===== config.mk =====
export PLATFORM = sky130hd
export DESIGN_NAME = rx_uart_flat
export DESIGN_NICKNAME = d
export VERILOG_FILES = /design/src/rtl/rx_uart_if.sv /design/src/rtl/rx_uart.sv /design/src/flat_wrapper.sv
export SDC_FILE = /design/constraint.sdc
export NUM_CORES = 1
export LEC_CHECK = 0
export ABC_AREA = 0
export CORE_ASPECT_RATIO = 1.75
export CORE_MARGIN = 3
export CORE_UTILIZATION = 25
export CTS_CLUSTER_DIAMETER = 60
export DETAILED_ROUTE_END_ITERATION = 10
export PLACE_DENSITY = 0.51
export RECOVER_POWER = 25
export SLEW_MARGIN = 20
export SYNTH_ARGS = -nofsm -noshare
export SYNTH_HDL_FRONTEND = slang
export SYNTH_SLANG_ARGS = --single-unit

===== constraint.sdc =====
create_clock -name clk -period 2.8 [get_ports clk]
set_input_delay 0.56 -clock clk [delete_from_list [all_inputs] [get_ports clk]]
set_output_delay 0.56 -clock clk [all_outputs]
set_load 0.005 [all_outputs]

===== src/rtl/rx_uart_if.sv =====
// Receiver-side bundle for rx_uart: serial line, FIFO write port and status pulses.
// parityErr exists only when RX_UART_PARITY_EN is defined.
interface rx_uart_if;
  logic       rxData;
  logic       full;
  logic [7:0] din;
  logic       wrEn;
  logic       frameErr;
  logic       overrun;
  logic       busy;
`ifdef RX_UART_PARITY_EN
  logic       parityErr;

  modport master (
    input  rxData, full,
    output din, wrEn, frameErr, overrun, busy, parityErr
  );

  modport slave (
    output rxData, full,
    input  din, wrEn, frameErr, overrun, busy, parityErr
  );
`else
  modport master (
    input  rxData, full,
    output din, wrEn, frameErr, overrun, busy
  );

  modport slave (
    output rxData, full,
    input  din, wrEn, frameErr, overrun, busy
  );
`endif
endinterface


===== src/rtl/rx_uart.sv =====
// 8N1 UART receiver: 2-flop synchronizer, mid-bit sampling, one-cycle FIFO write strobe.
// Define RX_UART_PARITY_EN to add an even-parity bit between data and stop.
module rx_uart #(
  parameter int CLK_FREQ  = 50_000_000,
  parameter int BAUD_RATE = 9600
) (
  input logic        clk,
  input logic        rst,
  rx_uart_if.master  bus
);

  localparam int BIT_CLKS  = CLK_FREQ / BAUD_RATE;
  localparam int HALF_CLKS = BIT_CLKS / 2;
  localparam logic [12:0] BIT_LAST  = 13'(BIT_CLKS - 1);
  localparam logic [12:0] HALF_LAST = 13'(HALF_CLKS - 1);

  typedef enum logic [2:0] {
    IDLE,
    START,
    DATA,
    STOP,
    BREAK
`ifdef RX_UART_PARITY_EN
    ,
    PARITY
`endif
  } state_e;

  state_e      state_q;
  logic        rxMeta_q;
  logic        rxS_q;
  logic [12:0] cnt_q;
  logic [12:0] cnt_d;
  logic [2:0]  bitIdx_q;
  logic [7:0]  shift_q;
  logic [7:0]  din_q;
  logic        wrEn_q;
  logic        frameErr_q;
  logic        overrun_q;
  logic        busy_q;
`ifdef RX_UART_PARITY_EN
  logic        parBit_q;
  logic        parityErr_q;
  logic        parityBad;

  // Even parity: data bits plus parity bit must hold an even number of ones.
  assign parityBad = ^{shift_q, parBit_q};
  assign bus.parityErr = parityErr_q;
`endif

  assign cnt_d        = cnt_q + 13'd1;
  assign bus.din      = din_q;
  assign bus.wrEn     = wrEn_q;
  assign bus.frameErr = frameErr_q;
  assign bus.overrun  = overrun_q;
  assign bus.busy     = busy_q;

  always_ff @(posedge clk) begin
    if (rst) begin
      rxMeta_q   <= 1'b1;
      rxS_q      <= 1'b1;
      state_q    <= IDLE;
      cnt_q      <= '0;
      bitIdx_q   <= '0;
      shift_q    <= '0;
      din_q      <= '0;
      wrEn_q     <= 1'b0;
      frameErr_q <= 1'b0;
      overrun_q  <= 1'b0;
      busy_q     <= 1'b0;
`ifdef RX_UART_PARITY_EN
      parBit_q    <= 1'b0;
      parityErr_q <= 1'b0;
`endif
    end else begin
      rxMeta_q   <= bus.rxData;
      rxS_q      <= rxMeta_q;
      wrEn_q     <= 1'b0;
      frameErr_q <= 1'b0;
      overrun_q  <= 1'b0;
`ifdef RX_UART_PARITY_EN
      parityErr_q <= 1'b0;
`endif
      case (state_q)
        IDLE: begin
          busy_q <= 1'b0;
          if (!rxS_q) begin
            state_q <= START;
            cnt_q   <= '0;
            busy_q  <= 1'b1;
          end
        end
        START: begin
          if (cnt_q == HALF_LAST) begin
            cnt_q    <= '0;
            bitIdx_q <= '0;
            if (rxS_q) begin
              state_q <= IDLE;
              busy_q  <= 1'b0;
            end else begin
              state_q <= DATA;
            end
          end else begin
            cnt_q <= cnt_d;
          end
        end
        DATA: begin
          if (cnt_q == BIT_LAST) begin
            cnt_q            <= '0;
            shift_q[bitIdx_q] <= rxS_q;
            if (bitIdx_q == 3'd7) begin
`ifdef RX_UART_PARITY_EN
              state_q <= PARITY;
`else
              state_q <= STOP;
`endif
            end else begin
              bitIdx_q <= bitIdx_q + 3'd1;
            end
          end else begin
            cnt_q <= cnt_d;
          end
        end
`ifdef RX_UART_PARITY_EN
        PARITY: begin
          if (cnt_q == BIT_LAST) begin
            cnt_q    <= '0;
            parBit_q <= rxS_q;
            state_q  <= STOP;
          end else begin
            cnt_q <= cnt_d;
          end
        end
`endif
        // Decision at mid-stop-bit leaves half a bit to catch a back-to-back start edge.
        STOP: begin
          if (cnt_q == BIT_LAST) begin
            cnt_q  <= '0;
            busy_q <= 1'b0;
            if (rxS_q) begin
              state_q <= IDLE;
`ifdef RX_UART_PARITY_EN
              if (parityBad) begin
                parityErr_q <= 1'b1;
              end else
`endif
              if (bus.full) begin
                overrun_q <= 1'b1;
              end else begin
                wrEn_q <= 1'b1;
                din_q  <= shift_q;
              end
            end else begin
              frameErr_q <= 1'b1;
`ifdef RX_UART_PARITY_EN
              parityErr_q <= parityBad;
`endif
              state_q <= BREAK;
            end
          end else begin
            cnt_q <= cnt_d;
          end
        end
        BREAK: begin
          if (rxS_q) begin
            state_q <= IDLE;
            cnt_q   <= '0;
          end
        end
        default: state_q <= IDLE;
      endcase
    end
  end

endmodule

===== src/flat_wrapper.sv =====
// flat-port wrapper written by rule: the top's interface ports become plain ports
module rx_uart_flat 
#(
  parameter int CLK_FREQ  = 50_000_000,
  parameter int BAUD_RATE = 9600
)
  (clk, rst, bus_rxData, bus_full, bus_din, bus_wrEn, bus_frameErr, bus_overrun, bus_busy);
  rx_uart_if bus_i ();
  input logic clk;
  input logic rst;
  input wire logic [$bits(bus_i.rxData)-1:0] bus_rxData;
  input wire logic [$bits(bus_i.full)-1:0] bus_full;
  output wire logic [$bits(bus_i.din)-1:0] bus_din;
  output wire logic [$bits(bus_i.wrEn)-1:0] bus_wrEn;
  output wire logic [$bits(bus_i.frameErr)-1:0] bus_frameErr;
  output wire logic [$bits(bus_i.overrun)-1:0] bus_overrun;
  output wire logic [$bits(bus_i.busy)-1:0] bus_busy;
  assign bus_i.rxData = bus_rxData;
  assign bus_i.full = bus_full;
  assign bus_din = bus_i.din;
  assign bus_wrEn = bus_i.wrEn;
  assign bus_frameErr = bus_i.frameErr;
  assign bus_overrun = bus_i.overrun;
  assign bus_busy = bus_i.busy;
  rx_uart #(.CLK_FREQ(CLK_FREQ), .BAUD_RATE(BAUD_RATE)) u_core (.clk(clk), .rst(rst), .bus(bus_i));
endmodule

== After elaboration in Yosys (flattened, before gate mapping) ==
Cells that the tools add are included.
Word-level totals
  output and inout bits: 12
  word-level logic and storage cells: 76
  bits in registers: 41
  input bits: 4
Operators by class
  order comparisons: 2
  reduce and logical (&&, ||, !) cells: 14
  multiplexer cells: 28
  add/subtract/negate cells: 2
  equal/unequal tests: 15
  bitwise operators: 4
Operator list (number)
  13-bit two-way mux: 4
  13-bit case mux with 4 select lines: 1
  3-bit two-way mux: 10
  3-bit case mux with 5 select lines: 1
  13-bit by 1-bit adder with 13-bit output (second input constant): 1
  13-bit by 12-bit == test with 1-bit output (second input constant): 1
  13-bit == test (second input constant): 1
  2-bit by 1-bit inequality test with 1-bit output (second input constant): 6
  4-bit AND reduction: 3
  8-bit bitwise mux: 1
  1-bit two-way mux: 7
  3-bit by 2-bit == test with 1-bit output (second input constant): 2
  3-bit == test (second input constant): 2
  3-bit case mux with 2 select lines: 1
  6-bit AND reduction: 1
  3-bit by 4-bit < comparator with 1-bit output (second input constant): 1
  2-bit inequality test (second input constant): 2
  1-bit NOT: 4
  4-bit nonzero test: 1
  4-bit OR reduction: 1
  3-bit by 1-bit adder with 3-bit output (second input constant): 1
  1-bit demux with 3-bit select: 1
  3-bit by 1-bit == test with 1-bit output (second input constant): 1
  3-bit by 1-bit >= comparator with 1-bit output (second input constant): 1
  other kinds (10): 10

== Logic depth before layout (Yosys ltp) ==
Gate-level depths: netlist of run 1.
  depth in word-level cells: 5
  gate-level depth with buffers: 8
  depth with buffers taken out: 6

== Least setup slack after synthesis of run 1 ==
No wires, ideal clock.
  path type: reg2reg
  start: register u_core.cnt_q[0]
  end: register u_core.shift_q[0]
  stages on the path, launching flop included: 9
  clock period less this slack: 1939 ps
  arrival time: 1815 ps
  data required time: 2676 ps
  path slack: 861 ps
  path buffers: 2
  library setup time: 124 ps
  path through: dfxtp_1 -> ha_1 -> nor3b_2 -> and4_1 -> buf_6 -> or3b_1 -> buf_2 -> o21ai_0 -> o31ai_1
Between the ends
  word-level cells in the longest chain between the ends: 2
Ends and longest elaborated chain
  start: declaration: RTL line rx_uart.sv:32  | logic [12:0] cnt_q;
  start signal: assignment: RTL line rx_uart.sv:104  | cnt_q <= cnt_d;
  start signal: assignment: RTL line rx_uart.sv:121  | cnt_q <= cnt_d;
  start signal: assignment: RTL line rx_uart.sv:161  | cnt_q <= cnt_d;
  13-bit == test: RTL line rx_uart.sv:108  | if (cnt_q == BIT_LAST) begin
  2-bit AND reduction (no line)
  end signal: indexed assignment: RTL line rx_uart.sv:110  | shift_q[bitIdx_q] <= rxS_q;
  end: declaration: RTL line rx_uart.sv:35  | logic [7:0] shift_q;
Every way passes these cells.
A chain may end at the register's enable or synchronous reset.

==> results.sh, run 1 <==
export IMPL_yosysTopAreaCell="dfxtp_1"
export IMPL_swShare=0.196
export IMPL_synth_top_area_frac=0.415
export IMPL_post_route_min_period_ns=2.46
export IMPL_crit_arrival_ns=2.64
export IMPL_dpl_hpwl_um=3120
export IMPL_fin_worst_skew_ns=0.00445
export IMPL_place_area_mm2=0.00219
export IMPL_htree_levels=2
export IMPL_ys_seq_area_frac=0.415
export IMPL_vias=1599
export IMPL_chipHeight_um=124
export IMPL_maxCapViolCount=0
export IMPL_path_cells="dlygate4sd3_1 -> clkbuf_1 -> nor2_1 -> a22o_1"
export IMPL_synth_seq_cells=41
export IMPL_final_area_mm2=0.00238
export IMPL_io_buffers=15
export IMPL_timing_setup_tns_ns=0
export IMPL_power_frac_seq=0.426
export IMPL_die_area_mm2=0.00906
export IMPL_end_kind="register"
export IMPL_critPathTopFamily="buffers and inverters"
export IMPL_syn_area_mm2=0.00198
export IMPL_diodes=0
export IMPL_cts_tree="built"
export IMPL_grt_usage=0.104
export IMPL_layout_worst_path_cycle_share=0.879
export IMPL_slew_viol_final=0
export IMPL_cts_buffers=5
export IMPL_max_freq_mhz=407
export IMPL_synth_cells=217
export IMPL_hp_class="reg2reg"
export IMPL_pwr_share_clk=0.547
export IMPL_cts_root_buf="clkbuf_16"
export IMPL_gr_total_overflow=0
export IMPL_clk_pin_slew_ns=0.06
export IMPL_fp_coreArea_mm2=0.00762
export IMPL_worstPathMaxFanout=25
export IMPL_status="complete, no violations"
export IMPL_initial_utilization=0.260
export IMPL_cp_buffers_inverters=2
export IMPL_cp_start_kind="input pin"
export IMPL_p_sw_uw=272
export IMPL_ctsResizeCount=0
export IMPL_wl_per_cell_um=13.5
export IMPL_antenna_found_initial=0
export IMPL_gp_congestion=0.750
export IMPL_drcViolationCount=0
export IMPL_intPower_mw=1.11
export IMPL_clkSinkCount=41
export IMPL_grt_pass1_vias=1541
export IMPL_critPathKind="in2reg"
export IMPL_hold_buffers=0
export IMPL_first_pass_iters=4
export IMPL_grt_max_degree=26
export IMPL_wirelength_um=4310
export IMPL_p_total_mw=1.39
export IMPL_drtIter0Drc=83
export IMPL_via_per_inst=5.03
export IMPL_die_w_um=73.2
export IMPL_areaGrowthSynthToFinish_pct=20.6
export IMPL_cts_setup_buffers=0
export IMPL_syn_nets=224
export IMPL_worst_pin_slew_ns=1.08
export IMPL_relSlewSlack=0.282
export IMPL_grt_pass1_wl_um=7390
export IMPL_final_hold_viol_count=0
export IMPL_yosys_top_cells_area="dfxtp_1, mux2i_1, nor2_1"
export IMPL_cts_path_max_buffers=2
export IMPL_yosysWarnings=0
export IMPL_cp_slowest_stage_delay_ns=0.83
export IMPL_fin_nets=236
export IMPL_slowest_stage="clkbuf_1"
export IMPL_peakVddDrop_mv=0.286
export IMPL_critical_path_required_ns=2.98
export IMPL_powerDensity_mw_per_mm2=581
export IMPL_rsz0062_at_grt="no"
export IMPL_io_pins=16
export IMPL_setup_viol=0
export IMPL_clock_latency_ns=0.28
export IMPL_synth_avg_cell_area_um2=9.12
export IMPL_ant_nets=0
export IMPL_ys_types=47
export IMPL_rows=42
export IMPL_leakage_nw=0.943
export IMPL_drive_above_1_share=0.0826
export IMPL_pwr_share_comb=0.028
## worst register-to-register path, stage by stage, from the launching register on
cell,delay [ns]
dfxtp_1,0.41
ha_1,0.27
nor3b_2,0.21
and4_1,0.48
or3b_1,0.50
o21ai_0,0.19
o31ai_1,0.08
## metrics by stage
| stage | worst slack [ns] | instances | hold WS, ns | util |
|---|---|---|---|---|
| 6_report | 0.340 | 318 | 0.410 | 0.313 |
| 5_1_grt | 0.200 | 318 | 0.447 | 0.313 |
| 4_1_cts | 0.534 | 318 | 0.415 | 0.313 |
| 3_5_place_dp | 0.527 | 310 | 0.401 | 0.288 |
| 3_3_place_gp | 0.594 | 310 | 0.395 | 0.288 |
| 2_1_floorplan | 0.861 | 217 | 0.389 | - |
## registers in the layout (all words and copies together), names as in the netlist
signal               flops
u_core.cnt_q            13
u_core.bus.din           8
u_core.shift_q           8
u_core.bitIdx_q          3
u_core.state_q           3
u_core.bus.busy          1
u_core.bus.frameErr      1
u_core.bus.overrun       1
u_core.bus.wrEn          1
u_core.rxMeta_q          1
u_core.rxS_q             1
## worst paths after layout
check	startpoint	end	slack (ns)	depth (start not counted)
worst max-delay path	rst	u_core.cnt_q[9]	0.34	4
worst min-delay path	u_core.rxMeta_q	u_core.rxS_q	0.41	1
worst max register to register	u_core.cnt_q[0]	u_core.shift_q[2]	0.53	6
worst min register to register	u_core.rxMeta_q	u_core.rxS_q	0.41	1
## layout make-up
type,instances,area (um2)
fillers,794,5240
multi-input cells,161,1080
flip-flops and latches,41,821
repair buffers,18,169
clock buffers,5,125
well taps,88,110
clock inverters,3,68.8
inverters,2,7.51
## power groups by stage
| stage | combinational, mW | clock, mW | sequential, mW |
|---|---|---|---|
| 2_1_floorplan | 0.0279 | 0 | 0.601 |
| 3_3_place_gp | 0.0401 | 0 | 0.603 |
| 3_5_place_dp | 0.0399 | 0 | 0.603 |
| 4_1_cts | 0.0402 | 0.776 | 0.590 |
| 5_1_grt | 0.0423 | 0.797 | 0.591 |
| 6_report | 0.0382 | 0.758 | 0.590 |
## per-layer routing
metal | routed length (um) | track usage
met1 | 1750 | 0.111
met2 | 2370 | 0.196
met3 | 106 | 0.0194
met4 | 74 | 0.0416
met5 | 0 | 0
## placed cells by master (no fill, tap or decap), types with 6 or more instances in the layout
| cell | Yosys | layout |
|---|---|---|
| nand3b_1 | 6 | 6 |
| nand2b_1 | 6 | 6 |
| nor2b_1 | 9 | 9 |
| o21ai_0 | 11 | 11 |
| nand3_1 | 8 | 8 |
| a21oi_1 | 9 | 9 |
| mux2i_1 | 10 | 10 |
| dlygate4sd3_1 | 0 | 12 |
| a31oi_1 | 6 | 6 |
| nor2_1 | 19 | 19 |
| nand2_1 | 15 | 15 |
| dfxtp_1 | 41 | 41 |
## kinds of logic (layout without fill, tap and decap cells)
| logic type | count (synthesis) | count (layout) | share of synthesized area |
|---|---|---|---|
| simple gates | 96 | 96 | 0.282 |
| compound gates | 46 | 46 | 0.170 |
| flops | 41 | 41 | 0.415 |
| buf+inv | 15 | 28 | 0.0373 |
| mux | 10 | 10 | 0.0506 |
| xor+xnor | 6 | 6 | 0.0266 |
| fa+ha+maj | 3 | 3 | 0.0190 |
## cells in the mapped netlist, drive strengths merged
library cell,instances
nor2,19
nand4,1
and3,3
a22oi,1
nor4,3
a211oi,1
inv,2
nor2b,10
o32ai,1
o31ai,5
and4,2
o21ai,11
o22ai,1
buf,5
a21bo,1
nand3,8
and3b,2
nand3b,6
ha,3
a32oi,2
nand2b,6
a41oi,3
clkbuf,8
or3b,2
or4,1
a21oi,9
and4bb,2
or3,2
dfxtp,41
nor4bb,1
nor3b,5
xor2,5
xnor2,1
mux2i,10
a22o,4
nor3,5
a31oi,6
or2,2
nand2,15
and4b,1
o221ai,1
Power figures use the tool's default switching activity.
==> inputs of run 2 (changes only) <==
--- a/config.mk
+++ b/config.mk
@@ -11,7 +11,7 @@
 export CORE_UTILIZATION = 25
 export CTS_CLUSTER_DIAMETER = 60
 export DETAILED_ROUTE_END_ITERATION = 10
-export PLACE_DENSITY = 0.51
+export PLACE_DENSITY = 0.4
 export RECOVER_POWER = 25
 export SLEW_MARGIN = 20
 export SYNTH_ARGS = -nofsm -noshare
==> run 2 against run 1 <==
Clock-buffer cell count up 2; flip-flop and latch count did not move; clock power decreased by 11%; total power fell by 6.0%; worst hold slack lost 0.0016 ns; final area fell by 0.58%; clock skew is 0.0011 ns lower; via count decreased by 0.75%; combinational power up 6.0%; fmax rose by 7.7%; die area stayed put; utilization down 0.18 points; largest cell class unchanged.
==> results.sh, run 2 (synthesis results as in run 1) <==
export IMPL_hold_buffers=0
export IMPL_grt_pass1_wl_um=7950
export IMPL_rsz0062_at_grt="no"
export IMPL_leakage_nw=0.937
export IMPL_wirelength_um=4590
export IMPL_io_buffers=15
export IMPL_die_area_mm2=0.00906
export IMPL_dp_cells=311
export IMPL_drtIter0Drc=103
export IMPL_final_cells=319
export IMPL_drcViolationCount=0
export IMPL_top_register="u_core.cnt_q"
export IMPL_largest_reg_flops=13
export IMPL_first_pass_iters=4
export IMPL_clock_latency_ns=0.29
export IMPL_grt_pass1_vias=1635
export IMPL_cp_start_kind="register"
export IMPL_status="complete, no violations"
export IMPL_antenna_found_initial=0
export IMPL_layout_worst_path_cycle_share=0.816
export IMPL_areaGrowthSynthToFinish_pct=19.9
export IMPL_worstReg2RegEnd="u_core.shift_q[0]"
export IMPL_clk_pin_slew_ns=0.06
export IMPL_gr_total_overflow=0
export IMPL_ant_nets=0
export IMPL_grt_max_degree=19
export IMPL_die_w_um=73.2
export IMPL_fin_worst_skew_ns=0.00338
export IMPL_drive_above_1_share=0.0823
export IMPL_powerDensity_mw_per_mm2=550
export IMPL_critPathKind="reg2reg"
export IMPL_final_util=0.311
export IMPL_final_common_cell="dfxtp_1"
export IMPL_setup_viol=0
export IMPL_max_freq_mhz=438
export IMPL_cts_root_buf="clkbuf_16"
export IMPL_via_per_inst=4.97
export IMPL_multi_input_comb_area_mm2=0.00108
export IMPL_end_kind="register"
export IMPL_relSlewSlack=0.461
export IMPL_crit_arrival_ns=2.45
export IMPL_io_pins=16
export IMPL_dpl_hpwl_um=3400
export IMPL_initial_utilization=0.260
export IMPL_most_common_layout_cells="dfxtp_1, nor2_1, nand2_1"
export IMPL_crit_path_start="u_core.cnt_q[0]"
export IMPL_rows=42
export IMPL_post_route_min_period_ns=2.28
export IMPL_vias=1587
export IMPL_chipHeight_um=124
export IMPL_fillers=806
export IMPL_crit_reg2reg_launch="u_core.cnt_q[0]"
export IMPL_fp_coreArea_mm2=0.00762
export IMPL_gp_congestion=0.750
export IMPL_grt_usage=0.115
export IMPL_seq_area_um2=821
export IMPL_diodes=0
export IMPL_reg2regPathDepth=6
export IMPL_cts_tree="built"
export IMPL_cts_setup_buffers=0
export IMPL_worst_pin_slew_ns=0.809
export IMPL_reg2reg_setup_slack_ns=0.52
export IMPL_htree_levels=2
export IMPL_fin_nets=237
export IMPL_peakVddDrop_mv=0.196
export IMPL_cts_buffers=5
export IMPL_clkSinkCount=41
export IMPL_worstPathMaxFanout=10
export IMPL_cts_path_max_buffers=2
export IMPL_final_hold_viol_count=0
export IMPL_maxCapViolCount=0
export IMPL_ctsResizeCount=0
export IMPL_timing_setup_tns_ns=0
export IMPL_critical_path_required_ns=2.97
export IMPL_slew_viol_final=0
export IMPL_hp_class="reg2reg"
export IMPL_wl_per_cell_um=14.4
export IMPL_crit_end="u_core.shift_q[0]"
run 2: cell types whose count changed in the layout (fill, tap and decap cells not counted), sizes merged:
cell / previous run / this run
clkbuf: 6 / 8
inv: 3 / 2
bufinv: 2 / 1
buf: 2 / 3
run 2: worst max-delay path, stage by stage (launching register included):
cell     delay [ns]
dfxtp_1        0.42
ha_1           0.27
nor3b_2        0.19
and4_1         0.49
or3b_1         0.50
o21ai_0        0.20
o31ai_1        0.09
run 2: worst min-delay path by stage:
stage                          from           end  slack, ns  cells past startpoint
detailed placement  u_core.rxMeta_q  u_core.rxS_q       0.39                      1
global route        u_core.rxMeta_q  u_core.rxS_q       0.43                      1
global placement    u_core.rxMeta_q  u_core.rxS_q       0.39                      1
floorplan           u_core.rxMeta_q  u_core.rxS_q       0.39                      1
finish              u_core.rxMeta_q  u_core.rxS_q       0.41                      1
CTS                 u_core.rxMeta_q  u_core.rxS_q       0.41                      1
run 2: per-layer routing:
layer,wire (um),share of wire,vias up,global-route usage
li1,-,-,815,-
met3,122,0.027,13,0.0267
met1,1790,0.39,740,0.112
met2,2520,0.55,19,0.215
met5,0,0,-,0
met4,156,0.034,0,0.0670
run 2: stage by stage:
stage                     worst slack [ns]  power [mW]  hold WS (ns)  cell area [um2]
after floorplan                      0.861       0.628         0.389             1980
after global placement               0.577       0.646         0.393             2200
after detailed placement             0.514       0.646         0.393             2200
after CTS                            0.506        1.33         0.408             2370
after global routing                 0.320        1.36         0.430             2370
final                                0.516        1.30         0.409             2370
run 2: cell type report:
| cell class | count | share of cell area |
|---|---|---|
| Clock buffer | 7 | 0.0602 |
| Clock inverter | 1 | 0.0127 |
| Inverter | 2 | 0.00317 |
| Multi-Input combinational cell | 161 | 0.457 |
| Sequential cell | 41 | 0.346 |
| Tap cell | 88 | 0.0464 |
| Timing Repair Buffer | 19 | 0.0744 |
run 2: power breakdown:
| part | switching (mW) | internal, mW | total (mW) |
|---|---|---|---|
| Combinational | 0.0251 | 0.0154 | 0.0405 |
| Clock | 0.227 | 0.445 | 0.673 |
| Sequential | 0.00465 | 0.586 | 0.591 |
==> inputs of run 3 (changes only) <==
==> constraint.sdc (replaced) <==
create_clock -name clk -period 2.33 [get_ports clk]
set_input_delay 0.466 -clock clk [delete_from_list [all_inputs] [get_ports clk]]
set_output_delay 0.466 -clock clk [all_outputs]
set_load 0.005 [all_outputs]
==> run 3 against run 2 <==
Global-route usage is 0.081 points lower; clock power increased by 21%; final area grew 2.5%; total power up 21%; non-clock buffer count increased by 8; clock-buffer cell count is the same; sequential power is 20% higher; sequential share of layout area is 0.86 points lower; routed wire length grew 1.0%; die area unchanged; flip-flop and latch count stayed put; largest cell class unchanged.
==> results.sh, run 3 (synthesis results as in run 1) <==
export IMPL_wl_per_cell_um=14.2
export IMPL_critical_path_required_ns=2.50
export IMPL_worst_pin_slew_ns=0.981
export IMPL_gr_total_overflow=0
export IMPL_final_area_mm2=0.00243
export IMPL_diodes=0
export IMPL_relSlewSlack=0.346
export IMPL_cts_buffers=5
export IMPL_fin_worst_skew_ns=0.00463
export IMPL_drtIter0Drc=68
export IMPL_hp_class="reg2reg"
export IMPL_final_common_cell="dfxtp_1"
export IMPL_dp_cells=319
export IMPL_areaGrowthSynthToFinish_pct=22.9
export IMPL_fin_nets=245
export IMPL_via_per_inst=4.84
export IMPL_maxCapViolCount=0
export IMPL_slew_viol_final=0
export IMPL_io_pins=16
export IMPL_cts_root_buf="clkbuf_16"
export IMPL_antenna_found_initial=0
export IMPL_gp_congestion=0.739
export IMPL_rsz0062_at_grt="no"
export IMPL_drcViolationCount=0
export IMPL_chipHeight_um=124
export IMPL_htree_levels=2
export IMPL_ctsResizeCount=0
export IMPL_final_cells=327
export IMPL_peakVddDrop_mv=0.260
export IMPL_leakage_nw=0.978
export IMPL_status="complete, no violations"
export IMPL_final_hold_viol_count=0
export IMPL_worstPathMaxFanout=21
export IMPL_clkSinkCount=41
export IMPL_fp_coreArea_mm2=0.00762
export IMPL_powerDensity_mw_per_mm2=649
export IMPL_cts_setup_buffers=0
export IMPL_clock_latency_ns=0.29
export IMPL_initial_utilization=0.260
export IMPL_clk_pin_slew_ns=0.06
export IMPL_grt_max_degree=22
export IMPL_cp_start_kind="input pin"
export IMPL_die_area_mm2=0.00906
export IMPL_crit_arrival_ns=2.34
export IMPL_top_register="u_core.cnt_q"
export IMPL_cts_tree="built"
export IMPL_critPathKind="in2reg"
export IMPL_vias=1582
export IMPL_die_w_um=73.2
export IMPL_wirelength_um=4630
export IMPL_post_route_min_period_ns=2.17
export IMPL_setup_viol=0
export IMPL_cts_path_max_buffers=2
export IMPL_max_freq_mhz=460
export IMPL_drive_above_1_share=0.113
export IMPL_grt_pass1_vias=1542
export IMPL_layout_worst_path_cycle_share=0.933
export IMPL_rows=42
export IMPL_dpl_hpwl_um=3430
export IMPL_place_area_mm2=0.00226
export IMPL_pre_cts_slack_ns=0.244
export IMPL_multi_input_comb_area_mm2=0.00108
export IMPL_worst_hold_slack_ns=0.409
export IMPL_hold_buffers=0
export IMPL_seq_area_um2=821
export IMPL_grt_pass1_wl_um=7790
export IMPL_grt_usage=0.114
export IMPL_fillers=797
export IMPL_setup_ws_ns=0.156
export IMPL_first_pass_iters=4
export IMPL_most_common_layout_cells="dfxtp_1, nor2_1, nand2_1"
export IMPL_ant_nets=0
export IMPL_timing_setup_tns_ns=0
export IMPL_io_buffers=15
export IMPL_end_kind="register"
export IMPL_largest_reg_flops=13
==> run 3: changes by cell type in the layout (fill, tap and decap cells not counted), sizes merged <==
cell  delta
buf      +8
==> run 3: worst paths after layout <==
check	start	endpoint	slack, ns	cells past startpoint
setup / recovery	rst	u_core.shift_q[1]	0.16	4
setup reg to reg	u_core.cnt_q[0]	u_core.shift_q[2]	0.27	6
hold / removal	u_core.rxMeta_q	u_core.rxS_q	0.41	1
hold reg to reg	u_core.rxMeta_q	u_core.rxS_q	0.41	1
==> run 3: through the flow <==
step / power, mW / util
5_1_grt: 1.64 / 0.319
2_1_floorplan: 0.755 / -
3_5_place_dp: 0.778 / 0.297
4_1_cts: 1.61 / 0.320
3_3_place_gp: 0.778 / 0.297
6_report: 1.58 / 0.319
==> run 3: area by class of cell <==
| class | instances | area share |
|---|---|---|
| multi-input cells | 161 | 0.446 |
| inverters | 2 | 0.00309 |
| well taps | 88 | 0.0453 |
| repair buffers | 27 | 0.0973 |
| clock buffers | 7 | 0.0587 |
| flip-flops and latches | 41 | 0.338 |
| clock inverters | 1 | 0.0124 |
==> run 3: worst max-delay path: stages <==
cell,delay (ns)
dlygate4sd3_1,0.66
clkbuf_1,0.76
nand2b_1,0.33
o31ai_1,0.12
==> run 3: routing by layer <==
layer / GRT usage / part of all wire / vias up
li1: - / - / 833
met1: 0.119 / 0.41 / 721
met2: 0.205 / 0.53 / 18
met3: 0.0275 / 0.031 / 10
met4: 0.0635 / 0.028 / 0
met5: 0 / 0 / -
==> run 3: report_power, final <==
group	total, mW	internal (mW)	switching [mW]
Clock	0.817	0.535	0.282
Combinational	0.0516	0.0200	0.0316
Sequential	0.708	0.704	0.00391
